$ cat src/rtl/decode_stage.sv
// LEGv8 decode stage: owns the 32-entry register file and hands a registered
// {ALU opcode, operands, destination, memory sideband} bundle to the ALU stage.
module decode_stage #(
  parameter int DATA_W = 32,
  parameter int NREGS  = 32
) (
  input  logic              clock,
  input  logic              reset,
  input  logic              in_valid,
  output logic              in_ready,
  input  logic [31:0]       instr,
  output logic              out_valid,
  input  logic              out_ready,
  output logic [3:0]        out_opcode,
  output logic [DATA_W-1:0] out_inOne,
  output logic [DATA_W-1:0] out_inTwo,
  output logic [4:0]        out_rd,
  output logic              out_wr_en,
  output logic              out_mem_rd,
  output logic              out_mem_wr,
  output logic [DATA_W-1:0] out_st_data,
  output logic              out_illegal,
  input  logic              wb_en,
  input  logic [4:0]        wb_addr,
  input  logic [DATA_W-1:0] wb_data
);

  localparam logic [4:0]  XZR      = 5'(NREGS - 1);

  localparam logic [3:0]  ALU_ADD  = 4'b0010;
  localparam logic [3:0]  ALU_CBZ  = 4'b0111;
  localparam logic [3:0]  ALU_SUB  = 4'b1010;
  localparam logic [3:0]  ALU_AND  = 4'b0110;
  localparam logic [3:0]  ALU_ORR  = 4'b0100;
  localparam logic [3:0]  ALU_EOR  = 4'b1001;

  localparam logic [10:0] OP_ADD   = 11'b10001011000;
  localparam logic [10:0] OP_SUB   = 11'b11001011000;
  localparam logic [10:0] OP_AND   = 11'b10001010000;
  localparam logic [10:0] OP_ORR   = 11'b10101010000;
  localparam logic [10:0] OP_EOR   = 11'b11001010000;
  localparam logic [10:0] OP_LDUR  = 11'b11111000010;
  localparam logic [10:0] OP_STUR  = 11'b11111000000;
  localparam logic [9:0]  OP_ADDI  = 10'b1001000100;
  localparam logic [9:0]  OP_SUBI  = 10'b1101000100;
  localparam logic [7:0]  OP_CBZ   = 8'b10110100;

  // XZR reads as zero; otherwise an in-flight writeback to the same index wins.
  function automatic logic [DATA_W-1:0] read_reg(
    input logic [4:0]        idx,
    input logic [DATA_W-1:0] stored,
    input logic              wen,
    input logic [4:0]        waddr,
    input logic [DATA_W-1:0] wdata
  );
    if (idx == XZR)                  return '0;
    else if (wen && (waddr == idx))  return wdata;
    else                             return stored;
  endfunction

  function automatic logic [DATA_W-1:0] sext9(input logic signed [8:0] v);
    return {{(DATA_W-9){v[8]}}, v};
  endfunction

  function automatic logic [DATA_W-1:0] sext19(input logic signed [18:0] v);
    return {{(DATA_W-19){v[18]}}, v};
  endfunction

  logic [DATA_W-1:0] regs_q [NREGS];

  logic              vld_q;
  logic [3:0]        opc_q, opc_d;
  logic [DATA_W-1:0] one_q, one_d;
  logic [DATA_W-1:0] two_q, two_d;
  logic [4:0]        rd_q, rd_d;
  logic              wr_q, wr_d;
  logic              mrd_q, mrd_d;
  logic              mwr_q, mwr_d;
  logic [DATA_W-1:0] st_q, st_d;
  logic              ill_q, ill_d;

  logic              accept;
  logic [DATA_W-1:0] rn_val, rm_val, rt_val;
  logic [10:0]       op11;
  logic [9:0]        op10;
  logic [7:0]        op8;
  logic signed [8:0]  dt9;
  logic signed [18:0] br19;

  assign in_ready = !reset && (!vld_q || out_ready);
  assign accept   = in_valid && in_ready;

  assign op11 = instr[31:21];
  assign op10 = instr[31:22];
  assign op8  = instr[31:24];
  assign dt9  = $signed(instr[20:12]);
  assign br19 = $signed(instr[23:5]);

  assign rn_val = read_reg(instr[9:5],   regs_q[instr[9:5]],   wb_en, wb_addr, wb_data);
  assign rm_val = read_reg(instr[20:16], regs_q[instr[20:16]], wb_en, wb_addr, wb_data);
  assign rt_val = read_reg(instr[4:0],   regs_q[instr[4:0]],   wb_en, wb_addr, wb_data);

  always_comb begin
    opc_d = '0;
    one_d = '0;
    two_d = '0;
    rd_d  = '0;
    wr_d  = 1'b0;
    mrd_d = 1'b0;
    mwr_d = 1'b0;
    st_d  = '0;
    ill_d = 1'b0;
    if (op11 == OP_ADD || op11 == OP_SUB || op11 == OP_AND ||
        op11 == OP_ORR || op11 == OP_EOR) begin
      case (op11)
        OP_ADD:  opc_d = ALU_ADD;
        OP_SUB:  opc_d = ALU_SUB;
        OP_AND:  opc_d = ALU_AND;
        OP_ORR:  opc_d = ALU_ORR;
        default: opc_d = ALU_EOR;
      endcase
      one_d = rn_val;
      two_d = rm_val;
      rd_d  = instr[4:0];
      wr_d  = 1'b1;
    end else if (op10 == OP_ADDI || op10 == OP_SUBI) begin
      opc_d = (op10 == OP_ADDI) ? ALU_ADD : ALU_SUB;
      one_d = rn_val;
      two_d = {{(DATA_W-12){1'b0}}, instr[21:10]};
      rd_d  = instr[4:0];
      wr_d  = 1'b1;
    end else if (op11 == OP_LDUR || op11 == OP_STUR) begin
      opc_d = ALU_ADD;
      one_d = rn_val;
      two_d = sext9(dt9);
      rd_d  = instr[4:0];
      if (op11 == OP_LDUR) begin
        wr_d  = 1'b1;
        mrd_d = 1'b1;
      end else begin
        mwr_d = 1'b1;
        st_d  = rt_val;
      end
    end else if (op8 == OP_CBZ) begin
      opc_d = ALU_CBZ;
      one_d = rt_val;
      two_d = sext19(br19);
      rd_d  = instr[4:0];
    end else begin
      ill_d = 1'b1;
    end
  end

  // Output bundle register: loads on accept, drains when consumed, holds on stall.
  always_ff @(posedge clock) begin
    if (reset) begin
      vld_q <= 1'b0;
      opc_q <= '0;
      one_q <= '0;
      two_q <= '0;
      rd_q  <= '0;
      wr_q  <= 1'b0;
      mrd_q <= 1'b0;
      mwr_q <= 1'b0;
      st_q  <= '0;
      ill_q <= 1'b0;
    end else if (accept) begin
      vld_q <= 1'b1;
      opc_q <= opc_d;
      one_q <= one_d;
      two_q <= two_d;
      rd_q  <= rd_d;
      wr_q  <= wr_d;
      mrd_q <= mrd_d;
      mwr_q <= mwr_d;
      st_q  <= st_d;
      ill_q <= ill_d;
    end else if (out_ready) begin
      vld_q <= 1'b0;
    end
  end

  always_ff @(posedge clock) begin
    if (reset) begin
      for (int i = 0; i < NREGS; i++) regs_q[i] <= '0;
    end else if (wb_en && (wb_addr != XZR)) begin
      regs_q[wb_addr] <= wb_data;
    end
  end

  assign out_valid   = vld_q;
  assign out_opcode  = opc_q;
  assign out_inOne   = one_q;
  assign out_inTwo   = two_q;
  assign out_rd      = rd_q;
  assign out_wr_en   = wr_q;
  assign out_mem_rd  = mrd_q;
  assign out_mem_wr  = mwr_q;
  assign out_st_data = st_q;
  assign out_illegal = ill_q;

endmodule

$ cat config.mk
export PLATFORM = sky130hd
export DESIGN_NAME = decode_stage
export DESIGN_NICKNAME = d
export VERILOG_FILES = /design/src/rtl/decode_stage.sv
export SDC_FILE = /design/constraint.sdc
export NUM_CORES = 2
export LEC_CHECK = 0
export CAP_MARGIN = 0
export CELL_PAD_IN_SITES_DETAIL_PLACEMENT = 1
export CELL_PAD_IN_SITES_GLOBAL_PLACEMENT = 2
export CORE_MARGIN = 2
export CORE_UTILIZATION = 49
export CTS_CLUSTER_DIAMETER = 40
export DETAILED_ROUTE_END_ITERATION = 16
export MAX_ROUTING_LAYER = met4
export PLACE_DENSITY = 0.95
export SETUP_SLACK_MARGIN = 0.1
export SLEW_MARGIN = 0
export SYNTH_ARGS = -nofsm -noshare
export SYNTH_HDL_FRONTEND = slang
export SYNTH_SLANG_ARGS = --single-unit
$ cat constraint.sdc
create_clock -name clock -period 11.5 [get_ports clock]
set_input_delay 1.15 -clock clock [delete_from_list [all_inputs] [get_ports clock]]
set_output_delay 1.15 -clock clock [all_outputs]
set_load 0.02 [all_outputs]
==> flow_results.xml <==
<?xml version="1.0" encoding="UTF-8"?>
<metrics>
  <group name="status">
    <metric name="status" unit="">finished with violations</metric>
    <metric name="violations" unit="">capacitance limit, slew limit</metric>
  </group>
  <group name="floorplanning">
    <metric name="die_outline_area" unit="um2">138000</metric>
    <metric name="top_level_ports" unit="">185</metric>
    <metric name="die_width" unit="um">372</metric>
    <metric name="floorplan.die.height" unit="um">372</metric>
    <metric name="fp-row-count" unit="">134</metric>
    <metric name="initial_utilization" unit="%">49.5</metric>
    <metric name="core" unit="um2">134000</metric>
  </group>
  <group name="global_route">
    <metric name="grt_first_pass_wirelength" unit="um">416000</metric>
    <metric name="grt_start_max_net_pins" unit="">157</metric>
    <metric name="globalRouteTotalUtil" unit="%">43.7</metric>
    <metric name="antenna_violations_before_repair" unit="">23</metric>
    <metric name="overflow" unit="">0</metric>
    <metric name="first_global_vias" unit="">57000</metric>
  </group>
  <group name="cts">
    <metric name="hold_buffers" unit="">0</metric>
    <metric name="max-clock-path-buffers" unit="">3</metric>
    <metric name="cts_buffers" unit="">174</metric>
    <metric name="worstSkewPairLatency" unit="ns">0.85</metric>
    <metric name="clk_root_buffer_cell" unit="">clkbuf_16</metric>
    <metric name="cts_sinks" unit="">1134</metric>
    <metric name="cts_post_setup_buffers_inserted" unit="">0</metric>
    <metric name="tritoncts" unit="">built</metric>
    <metric name="cts_repair_resizes" unit="">0</metric>
    <metric name="cts.htree.levels" unit="">4</metric>
    <metric name="cts.reportedPaths.clkPinSlew" unit="ns">0.06</metric>
  </group>
  <group name="synth">
    <metric name="synth_seq_cells" unit="">1134</metric>
    <metric name="synth_area_leaders" unit="">edfxtp_1 (46%), mux4_2 (22%), nor3_1 (7.6%), mux2i_1 (5.3%), dfxtp_1 (3.3%)</metric>
    <metric name="synthDominantAreaCellType" unit="">edfxtp_1</metric>
    <metric name="postSynthCellCount" unit="">4911</metric>
    <metric name="post-synth-top-area-fraction" unit="%">46.4</metric>
    <metric name="synth.cell_area" unit="um2">66200</metric>
    <metric name="postSynth.asyncResetShare" unit="%">0</metric>
    <metric name="synth-edff-count" unit="">1024</metric>
    <metric name="yosysSeqAreaShare" unit="%">49.8</metric>
    <metric name="ys_dominant_reg_cell" unit="">edfxtp_1</metric>
    <metric name="synth-warning-count" unit="">0</metric>
    <metric name="synth_area_per_cell" unit="um2">13.5</metric>
    <metric name="post_synth_num_cell_types" unit="">61</metric>
  </group>
  <group name="pwr">
    <metric name="vdd_ir_drop_max" unit="mV">0.135</metric>
    <metric name="power_density" unit="nW/um2">163</metric>
    <metric name="total_leakage_power" unit="nW">23.9</metric>
  </group>
  <group name="placement">
    <metric name="numPortBuffers" unit="">184</metric>
    <metric name="detailedPlace.worstSlack" unit="ns">5.27</metric>
    <metric name="dp.final_hpwl" unit="um">165000</metric>
    <metric name="finalWeightedCongestion" unit="">0.924</metric>
  </group>
  <group name="timing">
    <metric name="timing_max_transition_violations_final" unit="">34</metric>
    <metric name="timing_hold_violations_final" unit="">0</metric>
    <metric name="timing.final.ws_setup" unit="ns">5.81</metric>
    <metric name="final_period_minus_worst_setup_slack" unit="ns">5.69</metric>
    <metric name="skew" unit="ns">0.0402</metric>
    <metric name="timing.final.crit_share" unit="%">49.5</metric>
    <metric name="setup_repair_after_global_routing_missed_its_margin" unit="">false</metric>
    <metric name="slew_headroom" unit="%">-6.16</metric>
    <metric name="setup_viol_count_final" unit="">0</metric>
    <metric name="setup-tns-final" unit="ns">0</metric>
    <metric name="worst-slew-pin-transition" unit="ns">1.59</metric>
    <metric name="maxClockFrequency" unit="MHz">176</metric>
  </group>
  <group name="critical_path">
    <metric name="slowest_delay" unit="ns">1.03</metric>
    <metric name="worstPathCellList" unit="">clkdlybuf4s50_1, nand3_4, nand4_1, buf_12, buf_4, o21ai_4, buf_4</metric>
    <metric name="timing.critical_path.to_type" unit="">flip-flop</metric>
    <metric name="worst_setup_path_start_kind" unit="">input pin</metric>
    <metric name="cp_data_required_time" unit="ns">12.00</metric>
    <metric name="critical_path.slowest_cell" unit="">buf_4</metric>
    <metric name="critPathKind" unit="">input pin to flip-flop</metric>
    <metric name="cp.arrival" unit="ns">6.19</metric>
    <metric name="critical_path.most_common_cell" unit="">buf_4</metric>
    <metric name="cp_max_fo" unit="">151</metric>
  </group>
  <group name="drt">
    <metric name="drc_errors" unit="">0</metric>
    <metric name="num_vias" unit="">56000</metric>
    <metric name="wl_met2" unit="um">126000</metric>
    <metric name="drtPass1Iterations" unit="">8</metric>
    <metric name="ant_nets" unit="">0</metric>
    <metric name="detail_route.iter0.violations" unit="">11700</metric>
    <metric name="dr_wl_met3" unit="um">53100</metric>
    <metric name="detail_route.wirelength" unit="um">295000</metric>
    <metric name="maxUsedRoutingLayer" unit="">met4</metric>
    <metric name="avgRoutedWirePerCell" unit="um">43.9</metric>
    <metric name="met1Wirelength" unit="um">91900</metric>
    <metric name="vias_per_inst" unit="">8.34</metric>
  </group>
  <group name="layout">
    <metric name="final_util" unit="%">56.4</metric>
    <metric name="area_delta_synth_final" unit="%">13.9</metric>
    <metric name="layout.nets" unit="">4842</metric>
    <metric name="final_layout_size_suffix_gt1_share" unit="%">24.7</metric>
    <metric name="fillerInstances" unit="">12700</metric>
  </group>
  <group name="min_path">
    <metric name="holdCritPathClass" unit="">flip-flop to flip-flop</metric>
  </group>
  <group name="flow_run">
    <metric name="drv_cap" unit="">3</metric>
  </group>
</metrics>
-- worst max-delay path, delay by kind of cell --
family,cells,cell delay [ns]
buffers and inverters,4,3.03
and+or+nand+nor,2,1.28
AOI/OAI and AO/OA,1,0.49
-- registers in the layout (all words and copies together) (netlist names) --
name	cells
out_valid	1
out_mem_rd	1
out_mem_wr	1
out_illegal	1
out_inOne	32
out_st_data	32
out_wr_en	1
out_rd	5
out_inTwo	32
regs_q	1024
out_opcode	4
-- placed cells by master (no fill, tap or decap), drive strengths merged, types with 8 or more instances in the layout --
master	count
edfxtp	1024
nor3	1002
mux4	663
mux2i	349
clkbuf	198
a21oi	184
clkdlybuf4s50	169
a22oi	166
buf	145
o221ai	123
o21ai	114
dfxtp	110
nand2	101
inv	75
a211oi	52
clkinv	46
nor2	40
o22ai	33
a22o	33
conb	32
nor2b	32
a31o	31
diode	30
clkinvlp	25
bufinv	20
nand3	19
mux2	13
a31oi	12
nand2b	12
nand4	9
xor2	8
and2	8
-- path summary, 6_finish.rpt --
| check | cells past startpoint | endpoint | from | slack (ns) |
|---|---|---|---|---|
| setup reg to reg | 8 | out_inOne[5] | out_valid | 8.15 |
| hold / removal | 2 | out_inTwo[30] | out_inTwo[30] | 0.45 |
| hold reg to reg | 2 | out_inTwo[30] | out_inTwo[30] | 0.45 |
| setup / recovery | 7 | regs_q[7][27] | wb_addr[3] | 5.81 |
-- cells by family (layout without fill, tap and decap cells) --
group,after synthesis,in the layout,share of synthesized area (%)
xor gates and xnor gates,15,15,0.198
other,1,62,0.00566
muxes,1025,1025,28.1
DFF,1134,1134,49.8
and+or+nand+nor,1253,1253,9.47
AOI/OAI and AO/OA,783,783,8.11
buffers and inverters,700,678,4.39
-- routing by layer --
metal | vias up | GRT usage, %
li1 | 20000 | -
met1 | 27800 | 51.5
met2 | 6433 | 60.6
met3 | 1825 | 19.0
met4 | 0 | 28.9
met5 | - | -
-- Yosys cell counts, types with 9 or more instances --
cell type / count
a31oi_1: 12
nand4_1: 9
nor2_1: 40
nand2_1: 101
mux2_2: 13
a31o_2: 26
buf_1: 25
nor3_1: 1002
buf_4: 26
nand3_1: 19
a211oi_1: 52
inv_1: 33
a22oi_1: 166
a22o_1: 33
edfxtp_1: 1024
o22ai_1: 33
clkbuf_1: 488
mux2i_1: 349
a21oi_1: 184
o221ai_1: 123
dfxtp_1: 110
o21ai_0: 113
nand2b_1: 12
nor2b_1: 32
buf_2: 122
mux4_2: 658
-- report_power, final --
part / total (mW) / internal, mW / switching (mW) / leakage, nW
combinational: 1.70 / 0.633 / 1.07 / 10.3
clock: 5.65 / 3.40 / 2.25 / 2.94
sequential: 4.92 / 4.72 / 0.201 / 10.6
-- metrics by stage --
step                      cell area, um2  hold slack (ns)  power (mW)  cells
after floorplan                    66300            0.530        5.93   4942
after global placement             69200            0.443        6.49   6360
after detailed placement           69200            0.448        6.57   6360
after CTS                          75400            0.456        12.1   6688
after global routing               75400            0.465        12.4   6710
final                              75500            0.454        12.3   6718
-- final cells by class --
cell class | count | area (um2) | share of cell area [%]
well taps | 1768 | 2210 | 2.93
clock buffers | 197 | 4620 | 6.12
repair buffers | 315 | 2950 | 3.91
diodes | 30 | 75.1 | 0.0995
multi-input cells | 3108 | 31000 | 41.1
inverters | 35 | 134 | 0.177
clock inverters | 131 | 1530 | 2.03
flip-flops and latches | 1134 | 33000 | 43.7
No activity file was read; power rests on OpenSTA's default activity.
